--- src/rtl/gate_pkg.sv ---
// Shared types for the parking-lot barrier controller.
package gate_pkg;
    typedef enum logic [2:0] {IDLE, OPENING, HOLD, PASSING, CLOSING, FAULT} gate_state_t;
    typedef enum logic {ENTRY, EXIT} dir_t;

    function automatic int max_int(input int a, input int b);
        return (a > b) ? a : b;
    endfunction
endpackage

--- src/rtl/parking_gate_ctrl_if.sv ---
// Request/grant handshake between the lane card-read FSMs and the gate controller.
interface parking_gate_ctrl_if;
    logic req_in;
    logic req_out;
    logic grant_in;
    logic grant_out;

    modport master (output req_in, output req_out, input grant_in, input grant_out);
    modport slave  (input req_in, input req_out, output grant_in, output grant_out);
endinterface

--- src/rtl/gate_timer.sv ---
// Per-state cycle counter: load sets it to 1 on state entry, so cnt_q is the
// number of cycles spent in the current state; tc flags cnt_q >= limit.
module gate_timer #(
    parameter int W = 8
) (
    input  logic         clk,
    input  logic         reset,
    input  logic         load,
    input  logic         clr,
    input  logic [W-1:0] limit,
    output logic         tc
);
    logic [W-1:0] cnt_q, cnt_d;

    always_comb begin
        cnt_d = cnt_q;
        if (load)              cnt_d = W'(1);
        else if (clr)          cnt_d = '0;
        else if (cnt_q != '1)  cnt_d = cnt_q + 1'b1;
    end

    always_ff @(posedge clk or posedge reset) begin
        if (reset) cnt_q <= '0;
        else       cnt_q <= cnt_d;
    end

    assign tc = (cnt_q >= limit);
endmodule

--- src/rtl/parking_gate_ctrl.sv ---
// Shared barrier sequencer: entry/exit arbitration, motor supervision, occupancy.
// Define PRIORITY_EXIT_EN to make exit always win arbitration instead of round-robin.
module parking_gate_ctrl
    import gate_pkg::*;
#(
    parameter int CAPACITY = 16,
    parameter int CNT_W    = $clog2(CAPACITY + 1),
    parameter int MOVE_TO  = 50,
    parameter int HOLD_TO  = 100
) (
    input  logic              clk,
    input  logic              reset,
    parking_gate_ctrl_if.slave lane,
    input  logic              car_pass,
    input  logic              bar_up,
    input  logic              bar_down,
    input  logic              fault_clr,
    output logic              motor_open,
    output logic              motor_close,
    output logic [CNT_W-1:0]  occupancy,
    output logic              full,
    output logic              busy,
    output logic              fault
);
    localparam int TW = $clog2(max_int(MOVE_TO, HOLD_TO) + 1);

    gate_state_t      state_q, state_d;
    dir_t             dir_q, dir_d;
    logic [CNT_W-1:0] occ_q, occ_d;
    logic             grant_in_q, grant_in_d;
    logic             grant_out_q, grant_out_d;
    logic             car_pass_q, car_pass_d;
    logic             full_w, ent_ok, ex_ok, pick_exit, car_fall, tmr_tc;
    logic [TW-1:0]    tmr_limit;

    assign full_w   = (occ_q == CNT_W'(CAPACITY));
    assign ent_ok   = lane.req_in && !full_w;
    assign ex_ok    = lane.req_out && (occ_q != '0);
    assign car_fall = car_pass_q && !car_pass;

`ifdef PRIORITY_EXIT_EN
    assign pick_exit = ex_ok;
`else
    dir_t last_grant_q, last_grant_d;
    // Round-robin: exit wins a tie only if entry was served last.
    assign pick_exit = ex_ok && (!ent_ok || (last_grant_q == ENTRY));
`endif

    always_comb begin
        state_d     = state_q;
        dir_d       = dir_q;
        occ_d       = occ_q;
        grant_in_d  = 1'b0;
        grant_out_d = 1'b0;
        car_pass_d  = car_pass;
`ifndef PRIORITY_EXIT_EN
        last_grant_d = last_grant_q;
`endif
        case (state_q)
            IDLE: if (ent_ok || ex_ok) begin
                state_d     = OPENING;
                dir_d       = pick_exit ? EXIT : ENTRY;
                grant_out_d = pick_exit;
                grant_in_d  = !pick_exit;
`ifndef PRIORITY_EXIT_EN
                last_grant_d = pick_exit ? EXIT : ENTRY;
`endif
            end
            OPENING: begin
                if (bar_up)      state_d = HOLD;
                else if (tmr_tc) state_d = FAULT;
            end
            HOLD: begin
                if (car_pass)    state_d = PASSING;
                else if (tmr_tc) state_d = CLOSING;
            end
            PASSING: if (car_fall) begin
                state_d = CLOSING;
                if (dir_q == ENTRY) begin
                    if (occ_q != CNT_W'(CAPACITY)) occ_d = occ_q + 1'b1;
                end else begin
                    if (occ_q != '0) occ_d = occ_q - 1'b1;
                end
            end
            CLOSING: begin
                // A vehicle under a descending bar outranks the closed limit switch.
                if (car_pass)      state_d = OPENING;
                else if (bar_down) state_d = IDLE;
                else if (tmr_tc)   state_d = FAULT;
            end
            FAULT:   if (fault_clr) state_d = CLOSING;
            default: state_d = IDLE;
        endcase
    end

    always_ff @(posedge clk or posedge reset) begin
        if (reset) begin
            state_q     <= IDLE;
            dir_q       <= ENTRY;
            occ_q       <= '0;
            grant_in_q  <= 1'b0;
            grant_out_q <= 1'b0;
            car_pass_q  <= 1'b0;
`ifndef PRIORITY_EXIT_EN
            last_grant_q <= EXIT;
`endif
        end else begin
            state_q     <= state_d;
            dir_q       <= dir_d;
            occ_q       <= occ_d;
            grant_in_q  <= grant_in_d;
            grant_out_q <= grant_out_d;
            car_pass_q  <= car_pass_d;
`ifndef PRIORITY_EXIT_EN
            last_grant_q <= last_grant_d;
`endif
        end
    end

    assign tmr_limit = (state_q == HOLD) ? TW'(HOLD_TO) : TW'(MOVE_TO);

    gate_timer #(.W(TW)) u_timer (
        .clk   (clk),
        .reset (reset),
        .load  (state_d != state_q),
        .clr   ((state_q == IDLE) || (state_q == FAULT)),
        .limit (tmr_limit),
        .tc    (tmr_tc)
    );

    assign lane.grant_in  = grant_in_q;
    assign lane.grant_out = grant_out_q;
    assign motor_open     = (state_q == OPENING);
    assign motor_close    = (state_q == CLOSING);
    assign occupancy      = occ_q;
    assign full           = full_w;
    assign busy           = (state_q != IDLE);
    assign fault          = (state_q == FAULT);
endmodule
--- src/flat_wrapper.sv ---
// flat-port wrapper written by rule: the top's interface ports become plain ports
module parking_gate_ctrl_flat import gate_pkg::*;
#(
    parameter int CAPACITY = 16,
    parameter int CNT_W    = $clog2(CAPACITY + 1),
    parameter int MOVE_TO  = 50,
    parameter int HOLD_TO  = 100
)
  (clk, reset, car_pass, bar_up, bar_down, fault_clr, motor_open, motor_close, occupancy, full, busy, fault, lane_req_in, lane_req_out, lane_grant_in, lane_grant_out);
  parking_gate_ctrl_if lane_i ();
  input  logic clk;
  input  logic reset;
  input  logic car_pass;
  input  logic bar_up;
  input  logic bar_down;
  input  logic fault_clr;
  output logic motor_open;
  output logic motor_close;
  output logic [CNT_W-1:0] occupancy;
  output logic full;
  output logic busy;
  output logic fault;
  input wire logic [$bits(lane_i.req_in)-1:0] lane_req_in;
  input wire logic [$bits(lane_i.req_out)-1:0] lane_req_out;
  output wire logic [$bits(lane_i.grant_in)-1:0] lane_grant_in;
  output wire logic [$bits(lane_i.grant_out)-1:0] lane_grant_out;
  assign lane_i.req_in = lane_req_in;
  assign lane_i.req_out = lane_req_out;
  assign lane_grant_in = lane_i.grant_in;
  assign lane_grant_out = lane_i.grant_out;
  parking_gate_ctrl #(.CAPACITY(CAPACITY), .CNT_W(CNT_W), .MOVE_TO(MOVE_TO), .HOLD_TO(HOLD_TO)) u_core (.clk(clk), .reset(reset), .lane(lane_i), .car_pass(car_pass), .bar_up(bar_up), .bar_down(bar_down), .fault_clr(fault_clr), .motor_open(motor_open), .motor_close(motor_close), .occupancy(occupancy), .full(full), .busy(busy), .fault(fault));
endmodule
--- config.mk ---
export PLATFORM = sky130hd
export DESIGN_NAME = parking_gate_ctrl_flat
export DESIGN_NICKNAME = d
export VERILOG_FILES = /design/src/rtl/gate_pkg.sv /design/src/rtl/parking_gate_ctrl_if.sv /design/src/rtl/gate_timer.sv /design/src/rtl/parking_gate_ctrl.sv /design/src/flat_wrapper.sv
export SDC_FILE = /design/constraint.sdc
export NUM_CORES = 1
export LEC_CHECK = 0
export BUFFER_PORTS_ARGS = -buffer_cell sky130_fd_sc_hd__buf_4
export CAP_MARGIN = 20
export CELL_PAD_IN_SITES_DETAIL_PLACEMENT = 1
export CELL_PAD_IN_SITES_GLOBAL_PLACEMENT = 2
export CORE_ASPECT_RATIO = 0.75
export CORE_MARGIN = 4
export CORE_UTILIZATION = 37
export DETAILED_ROUTE_END_ITERATION = 12
export PLACE_DENSITY = 0.9
export SYNTH_ARGS = -nofsm -noshare
export SYNTH_HDL_FRONTEND = slang
export SYNTH_HIERARCHICAL = 1
export SYNTH_SLANG_ARGS = --single-unit
--- constraint.sdc ---
create_clock -name clk -period 9.55 [get_ports clk]
set_input_delay 0.4775 -clock clk [delete_from_list [all_inputs] [get_ports clk]]
set_output_delay 0.4775 -clock clk [all_outputs]
set_load 0.005 [all_outputs]
Yosys cells after proc, flatten, opt, wreduce, memory -nomap -nowiden
Index checks and enable logic that the tools add are counted.
{"block": "classes", "n_addsub": 3, "n_lt_le_gt_ge": 1, "n_eq_ne": 10, "muxes": 22, "n_bitwise": 1, "reduce_logical": 18}
{"operator": "$mux W7", "count": 4}
{"operator": "$mux W3", "count": 9}
{"operator": "$pmux W3 S6", "count": 1}
{"operator": "$mux W5", "count": 3}
{"operator": "$add A7 B1 Y7 const B", "count": 1}
{"operator": "$ge A7 B7 Y1", "count": 1}
{"operator": "$ne A7 B7 Y1 const B", "count": 1}
{"operator": "$eq A3 B2 Y1 const B", "count": 2}
{"operator": "$eq A3 B3 Y1 const B", "count": 2}
{"operator": "$reduce_bool A3 Y1", "count": 2}
{"operator": "$add A5 B1 Y5 const B", "count": 1}
{"operator": "$eq A5 B5 Y1 const B", "count": 1}
{"operator": "$mux W1", "count": 5}
{"operator": "$ne A5 B5 Y1 const B", "count": 1}
{"operator": "$reduce_bool A5 Y1", "count": 1}
{"operator": "$sub A5 B1 Y5 const B", "count": 1}
{"operator": "$logic_and A1 B1 Y1", "count": 4}
{"operator": "$logic_not A1 Y1", "count": 4}
{"operator": "$reduce_and A4 Y1", "count": 1}
{"operator": "$eq A3 B1 Y1 const B", "count": 1}
{"operator": "$logic_not A3 Y1", "count": 1}
{"operator": "$logic_or A1 B1 Y1", "count": 3}
{"operator": "$ne A3 B3 Y1", "count": 1}
{"operator": "$ne A2 B2 Y1 const B", "count": 1}
{"operator": "other kinds (3)", "count": 3}
{"block": "totals", "reg_bits": 20, "in_bits": 8, "out_inout_bits": 12, "elab_cells": 63}

Depth between registers and ports, before layout
{"block": "depth", "ltp_word": 9, "depth_mapped": 17}

Modules after synthesis
Netlist, hierarchy kept.
{"mod": "parking_gate_ctrl", "n_inst": 1, "cells_per_inst": 93, "area_per_inst_um2": 867.1, "seq_area_each_um2": 326.6}
{"mod": "gate_timer", "n_inst": 1, "cells_per_inst": 57, "area_per_inst_um2": 509.2, "seq_area_each_um2": 175.2}

Worst setup path after synthesis
Ideal clock, no wire load.
{"block": "synth_path", "path_type": "register -> register", "from": "register u_core.state_q[0]", "to": "register u_core.u_timer.cnt_q[2]", "setup_time_ns": 0.082, "t_arrival_ns": 3.127, "required_ns": 9.468, "setup_slack_ns": 6.341, "stages_incl_launch_ff": 17, "n_path_buf": 1, "cell_sequence": "dfrtp_1 > clkbuf_2 > inv_1 > nand3_1 > inv_1 > ha_1 > a21o_1 > a21o_1 > a221o_1 > inv_1 > o21ai_0 > a221o_1 > or4_1 > a21o_1 > nor2_1 > o21ai_0 > a31oi_1"}
{"block": "synth_via", "elab_chain_len": 9}
{"item": "from (decl)", "line": "parking_gate_ctrl.sv:27", "rtl": "gate_state_t state_q, state_d;"}
{"item": "from (signal assigned)", "line": "parking_gate_ctrl.sv:108", "rtl": "state_q <= state_d;"}
{"item": "$eq A3 B2 Y1 *", "line": "parking_gate_ctrl.sv:120", "rtl": "assign tmr_limit = (state_q == HOLD) ? TW'(HOLD_TO) : TW'(MOVE_TO);"}
{"item": "$mux W7 *", "line": "parking_gate_ctrl.sv:120"}
{"item": "named net u_core.tmr_limit[1]", "line": "parking_gate_ctrl.sv:34", "rtl": "logic [TW-1:0] tmr_limit;"}
{"item": "$ge A7 B7 Y1 *", "line": "gate_timer.sv:27", "rtl": "assign tc = (cnt_q >= limit);"}
{"item": "named net u_core.tmr_tc", "line": "parking_gate_ctrl.sv:33", "rtl": "logic full_w, ent_ok, ex_ok, pick_exit, car_fall, tmr_tc;"}
{"item": "$mux W3", "line": "parking_gate_ctrl.sv:71, parking_gate_ctrl.sv:89"}
{"item": "$mux W3", "line": "parking_gate_ctrl.sv:88", "rtl": "else if (bar_down) state_d = IDLE;"}
{"item": "$mux W3", "line": "parking_gate_ctrl.sv:87", "rtl": "if (car_pass) state_d = OPENING;"}
{"item": "$pmux W3 S6 *", "line": "parking_gate_ctrl.sv:59", "rtl": "case (state_q)"}
{"item": "$ne A3 B3 Y1 *", "line": "parking_gate_ctrl.sv:125", "rtl": ".load (state_d != state_q),"}
{"item": "$reduce_bool A3 Y1 (no line) / $mux W7 (equally long branches)"}
{"item": "to (signal assigned)", "line": "gate_timer.sv:24", "rtl": "else cnt_q <= cnt_d;"}
{"item": "to (decl)", "line": "gate_timer.sv:13", "rtl": "logic [W-1:0] cnt_q, cnt_d;"}
Mark *: on every way through the listed nets, which the timed path passes. The rest lies on a longest branch.
A chain may end at the register's enable or synchronous reset.

Worst setup path after layout
{"block": "layout_path", "from": "register u_core.state_q[0]", "to": "register u_core.u_timer.cnt_q[3]"}
Same word-level chain as after synthesis.

==> results.toml <==
[power]
leakage_nw = 0.7846
power_density_nw_per_um2 = 289.6
peakVddDrop_mv = 0.1261
p_total_mw = 0.4678

[placement]
dp_hpwl_um = 2811
gp_congestion = 0.8591
io_buffers = 19

[timing]
finalClockSkew_ps = 5.958
clock.fmax_mhz = 277.6
hold_slack_ps = 160.5
worst_pin_slew_ps = 526.0
fin_crit_sh_pct = 37.71
rsz0062_at_grt = "false"
fin_crit_ps = 3602
relSlewSlack_pct = 64.02
final.setup.tns_ps = 0
setup_violations = 0
finalHoldViolations = 0
maxSlewViolCount = 0

[worst_setup_path]
crit_path_start_kind = "flip-flop"
crit_chain = "inv_1, nand3_1, inv_1, ha_1, a21o_1, a21o_1, a221o_1, inv_1, o21ai_0, a221o_1, or4_1, a21o_1, nor2_1, o21ai_0, a31oi_1"
cp_slowest_cell = "dfrtp_1"
crit_type = "flip-flop to flip-flop"
crit_fanout = 9
worst_ep_required_time_ps = 9720
end_kind = "flip-flop"
max_stage_delay_ps = 470
critPathArrivalTime_ps = 3770

[finish]
layout.nets = 192
fillCellCount = 426
n_antenna_cell = 0
area_growth_pct = 17.36
drive_above_1_share_pct = 18.13

[route]
vias = 1151
routed_wl_um = 3346
drtPass1Iterations = 4
drt_iter0_markers = 25
viasPerCell = 5.208
post_drt_wl_per_cell_um = 15.14
drc = 0
antenna_left = 0

[grt]
grt_antenna_before_repair = 0
grt_max_degree = 14
gr-usage-all-layers_pct = 16.01
grt_overflow = 0
grt_pass1_wl_um = 6016
grt_pass1_vias = 1256

[cts]
clock-sinks = 20
root_buffer = "clkbuf_8"
post_cts_buffers = 0
cts_made_buffers = 3
cts_hold_buffers = 0
cts_max_path_buffers = 2
htree_levels = 1
cts.clk_slew.worst_paths_ps = 70
clk-insertion-delay-late_ps = 250
tritoncts = "done"
ctsResizeCount = 0

[synth]
ys_ff_latch = 20
syn_area_um2 = 1376
avgSynthCellArea_um2 = 9.175
synth_largest_area_cell = "dfrtp_1"
synth_commonest_cells = "dfrtp_1, inv_1, nor2_1"
synth-edff-count = 0
ys.flop_type = "dfrtp_1"
synth_warnings = 6
yosysMostFrequentCell = "dfrtp_1"
async_reset_ff_share_pct = 100.0
ys_seq_area_share_pct = 36.45
synthCells = 150
synth.distinct_cells = 47
synth_area_leaders = "dfrtp_1, ha_1, inv_1"
synth_top_cell_area_share_pct = 34.55

[die]
ioPinCount = 20
core.rowCount = 18
initial_core_util_pct = 40.20
die_w_um = 78.43
core_um2 = 3423
die_area_um2 = 4770
die_height_um = 60.82

[run_status]
status = "completed"

[min_path]
hold_class = "primary input to asynchronous set/reset pin"

[flow_run]
maxCapViolations = 0
==> layer usage <==
metal | track usage (%) | part of all wire, %
met5 | 0 | 0
met4 | 2.743 | 0.33
met3 | 3.561 | 3.5
met2 | 26.59 | 45
met1 | 22.06 | 51
==> layout make-up <==
class / count / area (um^2) / share of cell area, %
flip-flops and latches: 20 / 501.7 / 31.06
repair buffers: 19 / 142.6 / 8.830
inverters: 19 / 71.32 / 4.415
multi-input cells: 109 / 792.0 / 49.03
well taps: 50 / 62.56 / 3.873
clock buffers: 4 / 45.04 / 2.789
==> cell families (layout without fill, tap and decap cells) <==
kind of cell,count (synthesis),in the layout,synth area share [%]
buf+inv,22,42,6.272
simple gates,46,46,18.36
fa+ha+maj,12,12,11.45
xor+xnor,5,5,3.182
flops,20,20,36.46
compound gates,39,39,20.64
mux,4,4,3.091
other cells,2,3,0.5457
==> critical path: cells and delay by family, from the launching register on <==
| kind | cells | cell delay, ps |
|---|---|---|
| adder cells (fa/ha/maj) | 1 | 300 |
| AO/OA/AOI/OAI | 8 | 1700 |
| buffers and inverters | 3 | 290 |
| AND/OR/NAND/NOR | 3 | 770 |
| flip-flops | 1 | 470 |
==> worst paths after layout <==
path,from,endpoint,slack [ps],depth (start not counted)
max,u_core/state_q[0],u_core/u_timer/cnt_q[3],5950,15
min,reset,u_core/u_timer/cnt_q[4],160,2
max reg2reg,u_core/state_q[0],u_core/u_timer/cnt_q[3],5950,15
min reg2reg,u_core/last_grant_q,u_core/last_grant_q,500,1
max in group asynchronous,reset,u_core/last_grant_q,8920,2
min in group clk,car_pass,u_core/car_pass_q,410,1
==> where the power goes <==
| part | internal (mW) | switching (mW) | total [mW] |
|---|---|---|---|
| clock | 0.0296 | 0.0254 | 0.0550 |
| combinational | 0.123 | 0.128 | 0.252 |
| sequential | 0.115 | 0.0466 | 0.161 |
| total | 0.267 | 0.200 | 0.468 |
==> stage by stage <==
step	cells	worst slack, ps	util, %	instance area (um^2)
after global routing	221	5621	47.19	1615
final	221	5948	47.19	1615
after global placement	217	6127	45.87	1570
after floorplan	151	6341	-	1380
after detailed placement	217	5956	45.87	1570
after CTS	221	5937	47.19	1615
==> registers in the layout, summed over array words and instances, names as in the netlist <==
name / flops
u_core/occupancy: 5
u_core/last_grant_q: 1
u_core/state_q: 3
u_core/lane.grant_in: 1
u_core/dir_q: 1
u_core/u_timer/cnt_q: 7
u_core/lane.grant_out: 1
u_core/car_pass_q: 1
==> cell usage in the layout (no fill, tap or decap), drive strengths merged, types with 2 or more instances in the layout <==
| cell | count |
|---|---|
| mux2 | 2 |
| or2 | 3 |
| dfrtp | 19 |
| conb | 3 |
| and3 | 2 |
| nor2 | 12 |
| a221o | 2 |
| a211o | 2 |
| nor4 | 2 |
| o21ai | 10 |
| nor3 | 4 |
| buf | 19 |
| nand2 | 4 |
| xnor2 | 4 |
| or4 | 2 |
| a31oi | 5 |
| inv | 19 |
| or3 | 3 |
| a21boi | 2 |
| nand2b | 5 |
| a21oi | 5 |
| mux2i | 2 |
| clkbuf | 4 |
| o21a | 2 |
| a21o | 4 |
| nand3 | 5 |
| a2111oi | 2 |
| ha | 11 |
(Power assumes the default switching activity.)
